===== config.mk =====
export PLATFORM = sky130hd
export DESIGN_NAME = sipo_deserializer
export DESIGN_NICKNAME = d
export VERILOG_FILES = /design/src/rtl/sipo_pkg.sv /design/src/rtl/sipo_deserializer.sv
export SDC_FILE = /design/constraint.sdc
export NUM_CORES = 1
export LEC_CHECK = 0
export BUFFER_PORTS_ARGS = -buffer_cell sky130_fd_sc_hd__buf_2
export CORE_AREA = 5 5 42 44
export DETAILED_ROUTE_END_ITERATION = 10
export DIE_AREA = 0 0 47 49
export PLACE_DENSITY = 0.58
export RECOVER_POWER = 50
export SLEW_MARGIN = 20
export SYNTH_ARGS = -nofsm -noshare
export SYNTH_HDL_FRONTEND = slang
export SYNTH_SLANG_ARGS = --single-unit

===== constraint.sdc =====
create_clock -name clk -period 1.7 [get_ports clk]
set_input_delay 0.17 -clock clk [delete_from_list [all_inputs] [get_ports clk]]
set_output_delay 0.17 -clock clk [all_outputs]
set_load 0.05 [all_outputs]

===== src/rtl/sipo_pkg.sv =====
// rtl/sipo_pkg.sv - shared state encoding and sizing helper for sipo_deserializer
package sipo_pkg;

    typedef enum logic [1:0] {
        IDLE   = 2'd0,
        SHIFT  = 2'd1,
        PARITY = 2'd2
    } state_t;

    function automatic int cnt_width(input int width);
        return (width > 1) ? $clog2(width) : 1;
    endfunction

endpackage


===== src/rtl/sipo_deserializer.sv =====
// rtl/sipo_deserializer.sv - serial-in parallel-out word receiver; SIPO_PARITY_EN adds a trailing even-parity bit
module sipo_deserializer
    import sipo_pkg::*;
#(
    parameter int WIDTH     = 4,
    parameter int MSB_FIRST = 1
) (
    input  logic             clk,
    input  logic             rst,
    input  logic             start,
    input  logic             serial_in,
    input  logic             in_valid,
    output logic [WIDTH-1:0] parallel_out,
    output logic             out_valid,
    output logic             busy,
    output logic             parity_err
);

    localparam int CW = cnt_width(WIDTH);
    localparam logic [CW-1:0] LAST_BIT = CW'(WIDTH - 1);

    state_t           state;
    logic [CW-1:0]    cnt;
    logic [WIDTH-1:0] sreg;
    logic [WIDTH-1:0] shifted;

    generate
        if (MSB_FIRST != 0) begin : g_msb_first
            assign shifted = {sreg[WIDTH-2:0], serial_in};
        end else begin : g_lsb_first
            assign shifted = {serial_in, sreg[WIDTH-1:1]};
        end
    endgenerate

`ifndef SIPO_PARITY_EN
    assign parity_err = 1'b0;
`endif

    always_ff @(posedge clk) begin
        if (rst) begin
            state        <= IDLE;
            cnt          <= '0;
            sreg         <= '0;
            parallel_out <= '0;
            out_valid    <= 1'b0;
            busy         <= 1'b0;
`ifdef SIPO_PARITY_EN
            parity_err   <= 1'b0;
`endif
        end else begin
            out_valid <= 1'b0;
            case (state)
                IDLE: begin
                    if (start) begin
                        state <= SHIFT;
                        cnt   <= '0;
                        busy  <= 1'b1;
                    end
                end
                SHIFT: begin
                    if (in_valid) begin
                        sreg <= shifted;
                        // Counter saturates at the last bit instead of wrapping.
                        if (cnt == LAST_BIT) begin
`ifdef SIPO_PARITY_EN
                            state <= PARITY;
`else
                            parallel_out <= shifted;
                            out_valid    <= 1'b1;
                            busy         <= 1'b0;
                            state        <= IDLE;
`endif
                        end else begin
                            cnt <= cnt + CW'(1);
                        end
                    end
                end
`ifdef SIPO_PARITY_EN
                PARITY: begin
                    if (in_valid) begin
                        parallel_out <= sreg;
                        parity_err   <= (^sreg) ^ serial_in;
                        out_valid    <= 1'b1;
                        busy         <= 1'b0;
                        state        <= IDLE;
                    end
                end
`endif
                default: begin
                    state <= IDLE;
                    busy  <= 1'b0;
                end
            endcase
        end
    end

endmodule

Yosys cells after proc, flatten, opt, wreduce, memory -nomap -nowiden
Index checks and enable logic that the tools add are counted.

operators by class
  bitwise operators = 2
  muxes and demuxes = 13
  equal/unequal tests = 6
  reductions and logical operators = 7
  add/sub/neg operators = 1

operators by type and width
  kind                                                 count
  2-to-1 mux 2 bit                                     6
  != test 2 bit, second input constant                 4
  one-hot mux 2 bit (2 select lines)                   2
  AND reduction 3 bit                                  2
  2-to-1 mux 1 bit                                     4
  AND reduction 4 bit                                  1
  OR reduction 3 bit                                   1
  adder 2 x 1 -> 2 bit, second input constant          1
  equality test 2 x 1 -> 1 bit, second input constant  1
  equality test 2 bit, second input constant           1
  zero test 2 bit                                      1
  NOT 1 bit                                            2
  one-hot mux 1 bit (2 select lines)                   1
  AND reduction 2 bit                                  1
  nonzero test 2 bit                                   1

word-level totals
  input port bits = 5
  register bits after elaboration = 13
  output and inout bits = 7
  word-level logic and storage cells = 35

Logic depth before layout (Yosys ltp)
  word-level depth = 4
  gate-level depth with buffers = 4
  depth with buffers taken out = 4

Worst setup path after synthesis
OpenSTA, ideal clock, no wires.

  path kind = register -> register
  from = register busy (netlist name)
  to = register cnt[0]
  arrival time = 1.144 ns
  library setup time = 0.123 ns
  clock period less this slack = 1.267 ns
  buffers on the path = 1
  path slack = 0.433 ns
  required time = 1.577 ns
  cell stages (with the launch flop) = 5
  cells stage by stage = dfxtp_1 > buf_6 > nor2_4 > a211oi_2 > a211oi_2

RTL lines
  element               RTL line                 text
  to (signal assigned)  sipo_deserializer.sv:74  cnt <= cnt + CW'(1);
  to (decl)             sipo_deserializer.sv:23  logic [CW-1:0] cnt;

Final worst setup path
  from = register busy
  to = output busy

RTL lines
  element                 RTL line                 text
  from (decl)             sipo_deserializer.sv:15  output logic busy,
  from (signal assigned)  sipo_deserializer.sv:46  busy <= 1'b0;
  from (signal assigned)  sipo_deserializer.sv:57  busy <= 1'b1;
  from (signal assigned)  sipo_deserializer.sv:70  busy <= 1'b0;

No word-level cell between the ends.

==> summary.md <==
| Metric | Value |
|---|---|
| Status | `complete, no violations` |
| Final Cell Area | `521.8 µm²` |
| Wire length per cell | `11.51 µm` |
| Warnings from Yosys | `0` |
| CTS sink cnt | `11` |
| IO Port Bufs | `10` |
| Logic pwr share | `0.086` |
| Drt total wl | `852 µm` |
| Vias in the first global route | `313` |
| Worst flop-to-flop path startpoint | `busy` |
| Detailed Place HPWL | `625.1 µm` |
| Final nets | `65` |
| Via count | `344` |
| Sequential power share | `0.555` |
| Leakage power | `0.2216 nW` |
| I/O pins | `12` |
| Register clock-pin slew on the reported worst setup and hold paths | `70 ps` |
| TritonCTS Buffers | `3` |
| # Post-CTS Setup Buffers | `0` |
| Max Cap Violations | `0` |
| H-tree depth | `1` |
| Hold_sp | `serial_in` |
| Final Util | `0.3723` |
| Syn Area/Cell | `10.06 µm²` |
| Vias/cell | `4.649` |
| Root buf cell | `clkbuf_4` |
| Crit Path Class | `flop to output pin` |
| First-pass GRT wire length | `1380 µm` |
| Worst Max-Slew Pin Slew | `602.4 ps` |
| Fillers | `155` |
| Slowest stage delay, CP | `530 ps` |
| Final worst-path cycle share | `0.7623` |
| Setup TNS | `0 ps` |
| Seq/Total Area, Yosys | `0.4560` |
| Area Overhead vs Synth | `8.031%` |
| Die Span Y | `49 µm` |
| Worst EP arrival | `1130 ps` |
| Setup violations, final | `0` |
| Crit path from | `busy` |
| Critical path peak fanout | `11` |
| Gr usage total | `0.09052` |
| CTS tree | `done` |
| Synthesis-stage register bit count | `11` |
| Clock power share | `0.359` |
| Worst Setup End Kind | `output pin` |
| Hold Buf Count CTS | `0` |
| CP delay by family, top | `flip-flops` |
| Initial DRT Pass Iterations | `2` |
| Initial cell density of the core | `0.3446` |
| Post-synthesis cell area | `483.0 µm²` |
| Max VDD drop | `0.0002961 V` |
| Worst setup SP type | `flop` |
| Initial antenna violation count | `0` |
| Dpl cells | `70` |
| Switch Pwr | `0.1190 mW` |
| Mapped Nets | `54` |
| Slew headroom | `0.6001` |
| Die Span X | `47 µm` |
| Fmax | `0.7717 GHz` |
| Final WS setup | `404.1 ps` |
| Worst path cell trace | `buf_2` |
| Post-layout min period | `1296 ps` |
| Layout cell share with drive strength beyond 1 | `0.1897` |
| Total power | `0.4852 mW` |
| Clock skew | `0.9665 ps` |
| HP Class | `input pin to flop` |
| Die Footprint | `0.002303 mm²` |
| Synth cell types | `20` |
| Row count | `14` |
| Clock buffer depth | `2` |
| Placed cell areas | `521.8 µm²` |
| Final std cells w/o fill | `74` |
| Slowest cell on crit path | `dfxtp_1` |
| Unrepaired setup endpoints after global routing | `false` |
| Post-CTS resize count | `0` |
| Max-slew violation count | `0` |
| Hold WS | `165.9 ps` |
| Sw Ratio | `0.2453` |
| Routability cong. | `0.7244` |
| Power Internal | `0.3662 mW` |
| Largest net degree at the start of global routing | `13` |
| Hold Vio Cnt, Final | `0` |
| Post-DRT Antenna Nets | `0` |
| DRC errors left | `0` |
| GRT overflow | `0` |
| Place WS | `539.9 ps` |
| Initial DRC count | `11` |
| Core outline area | `0.001401 mm²` |
| Clock Latency Late Sink | `260 ps` |
| Post-Syn Instances | `48` |
| Power Density | `929.9 mW/mm²` |
| ANT cells | `0` |
| Req. time, crit path | `1530 ps` |
| WP buf/inv | `1` |
==> power by group through the flow <==
stage	sequential, mW	clock, mW	combinational, mW
after floorplan	0.277	0	0.0395
after global placement	0.277	0	0.0442
after detailed placement	0.277	0	0.0444
after CTS	0.271	0.183	0.0445
after global routing	0.270	0.198	0.0455
final	0.269	0.174	0.0418
==> synthesized netlist by cell type, drive strengths merged <==
master   n  area, µm²
nand2    4      15.01
conb     1      3.750
nand2b   2      20.02
a21oi    4      20.02
inv      2      7.510
nand3    4      32.53
mux2i    4      40.04
buf      4      31.27
nor2     6      30.03
o32ai    1      8.760
ha       1      12.51
a211oi   2      25.02
nand3b   1      7.510
a311oi   1      8.760
dfxtp   11      220.2
==> cell families (layout without fill, tap and decap cells) <==
family / after synthesis / in the layout / share of synthesized area
compound gates: 8 / 8 / 0.1295
fa+ha+maj: 1 / 1 / 0.02590
other cells: 1 / 1 / 0.007765
buf+inv: 6 / 16 / 0.08030
mux: 4 / 4 / 0.08290
flops: 11 / 11 / 0.4560
simple gates: 17 / 17 / 0.2176
==> layer usage <==
layer | up-vias | global-route usage | wire (µm)
li1 | 181 | - | -
met1 | 149 | 0.1069 | 398
met2 | 10 | 0.1063 | 360
met3 | 4 | 0.04428 | 53
met4 | 0 | 0.09677 | 39
met5 | - | 0 | 0
==> layout make-up <==
class                           instances  area [µm²]  share of cell area
Clock buffer                            4       26.28             0.05036
Inverter                                2       7.507             0.01439
Multi-Input combinational cell         31       203.9              0.3909
Sequential cell                        11       220.2              0.4221
Tap cell                               16       20.02             0.03837
Timing Repair Buffer                   10       43.79             0.08393
==> state kept, by name, indices dropped and copies added, names as in the netlist <==
name,cells
busy,1
cnt,2
out_valid,1
parallel_out,4
sreg,3
==> worst paths after layout <==
check	end	cells past startpoint	slack (ps)
hold reg to reg	sreg[2]	2	460
setup reg to reg	parallel_out[0]	3	460
hold / removal	sreg[0]	3	170
setup / recovery	busy	1	400
==> cells in the final DEF (no fill, tap or decap) <==
master / instances
clkbuf_1: 6
nor2_1: 6
inv_1: 2
clkbuf_4: 3
conb_1: 1
a211oi_2: 2
buf_2: 5
nand3_1: 4
nand2b_1: 1
ha_1: 1
nand3b_1: 1
a21oi_1: 4
nand2b_4: 1
o32ai_1: 1
dfxtp_1: 11
a311oi_1: 1
nand2_1: 4
mux2i_1: 4
(Power assumes the default switching activity.)
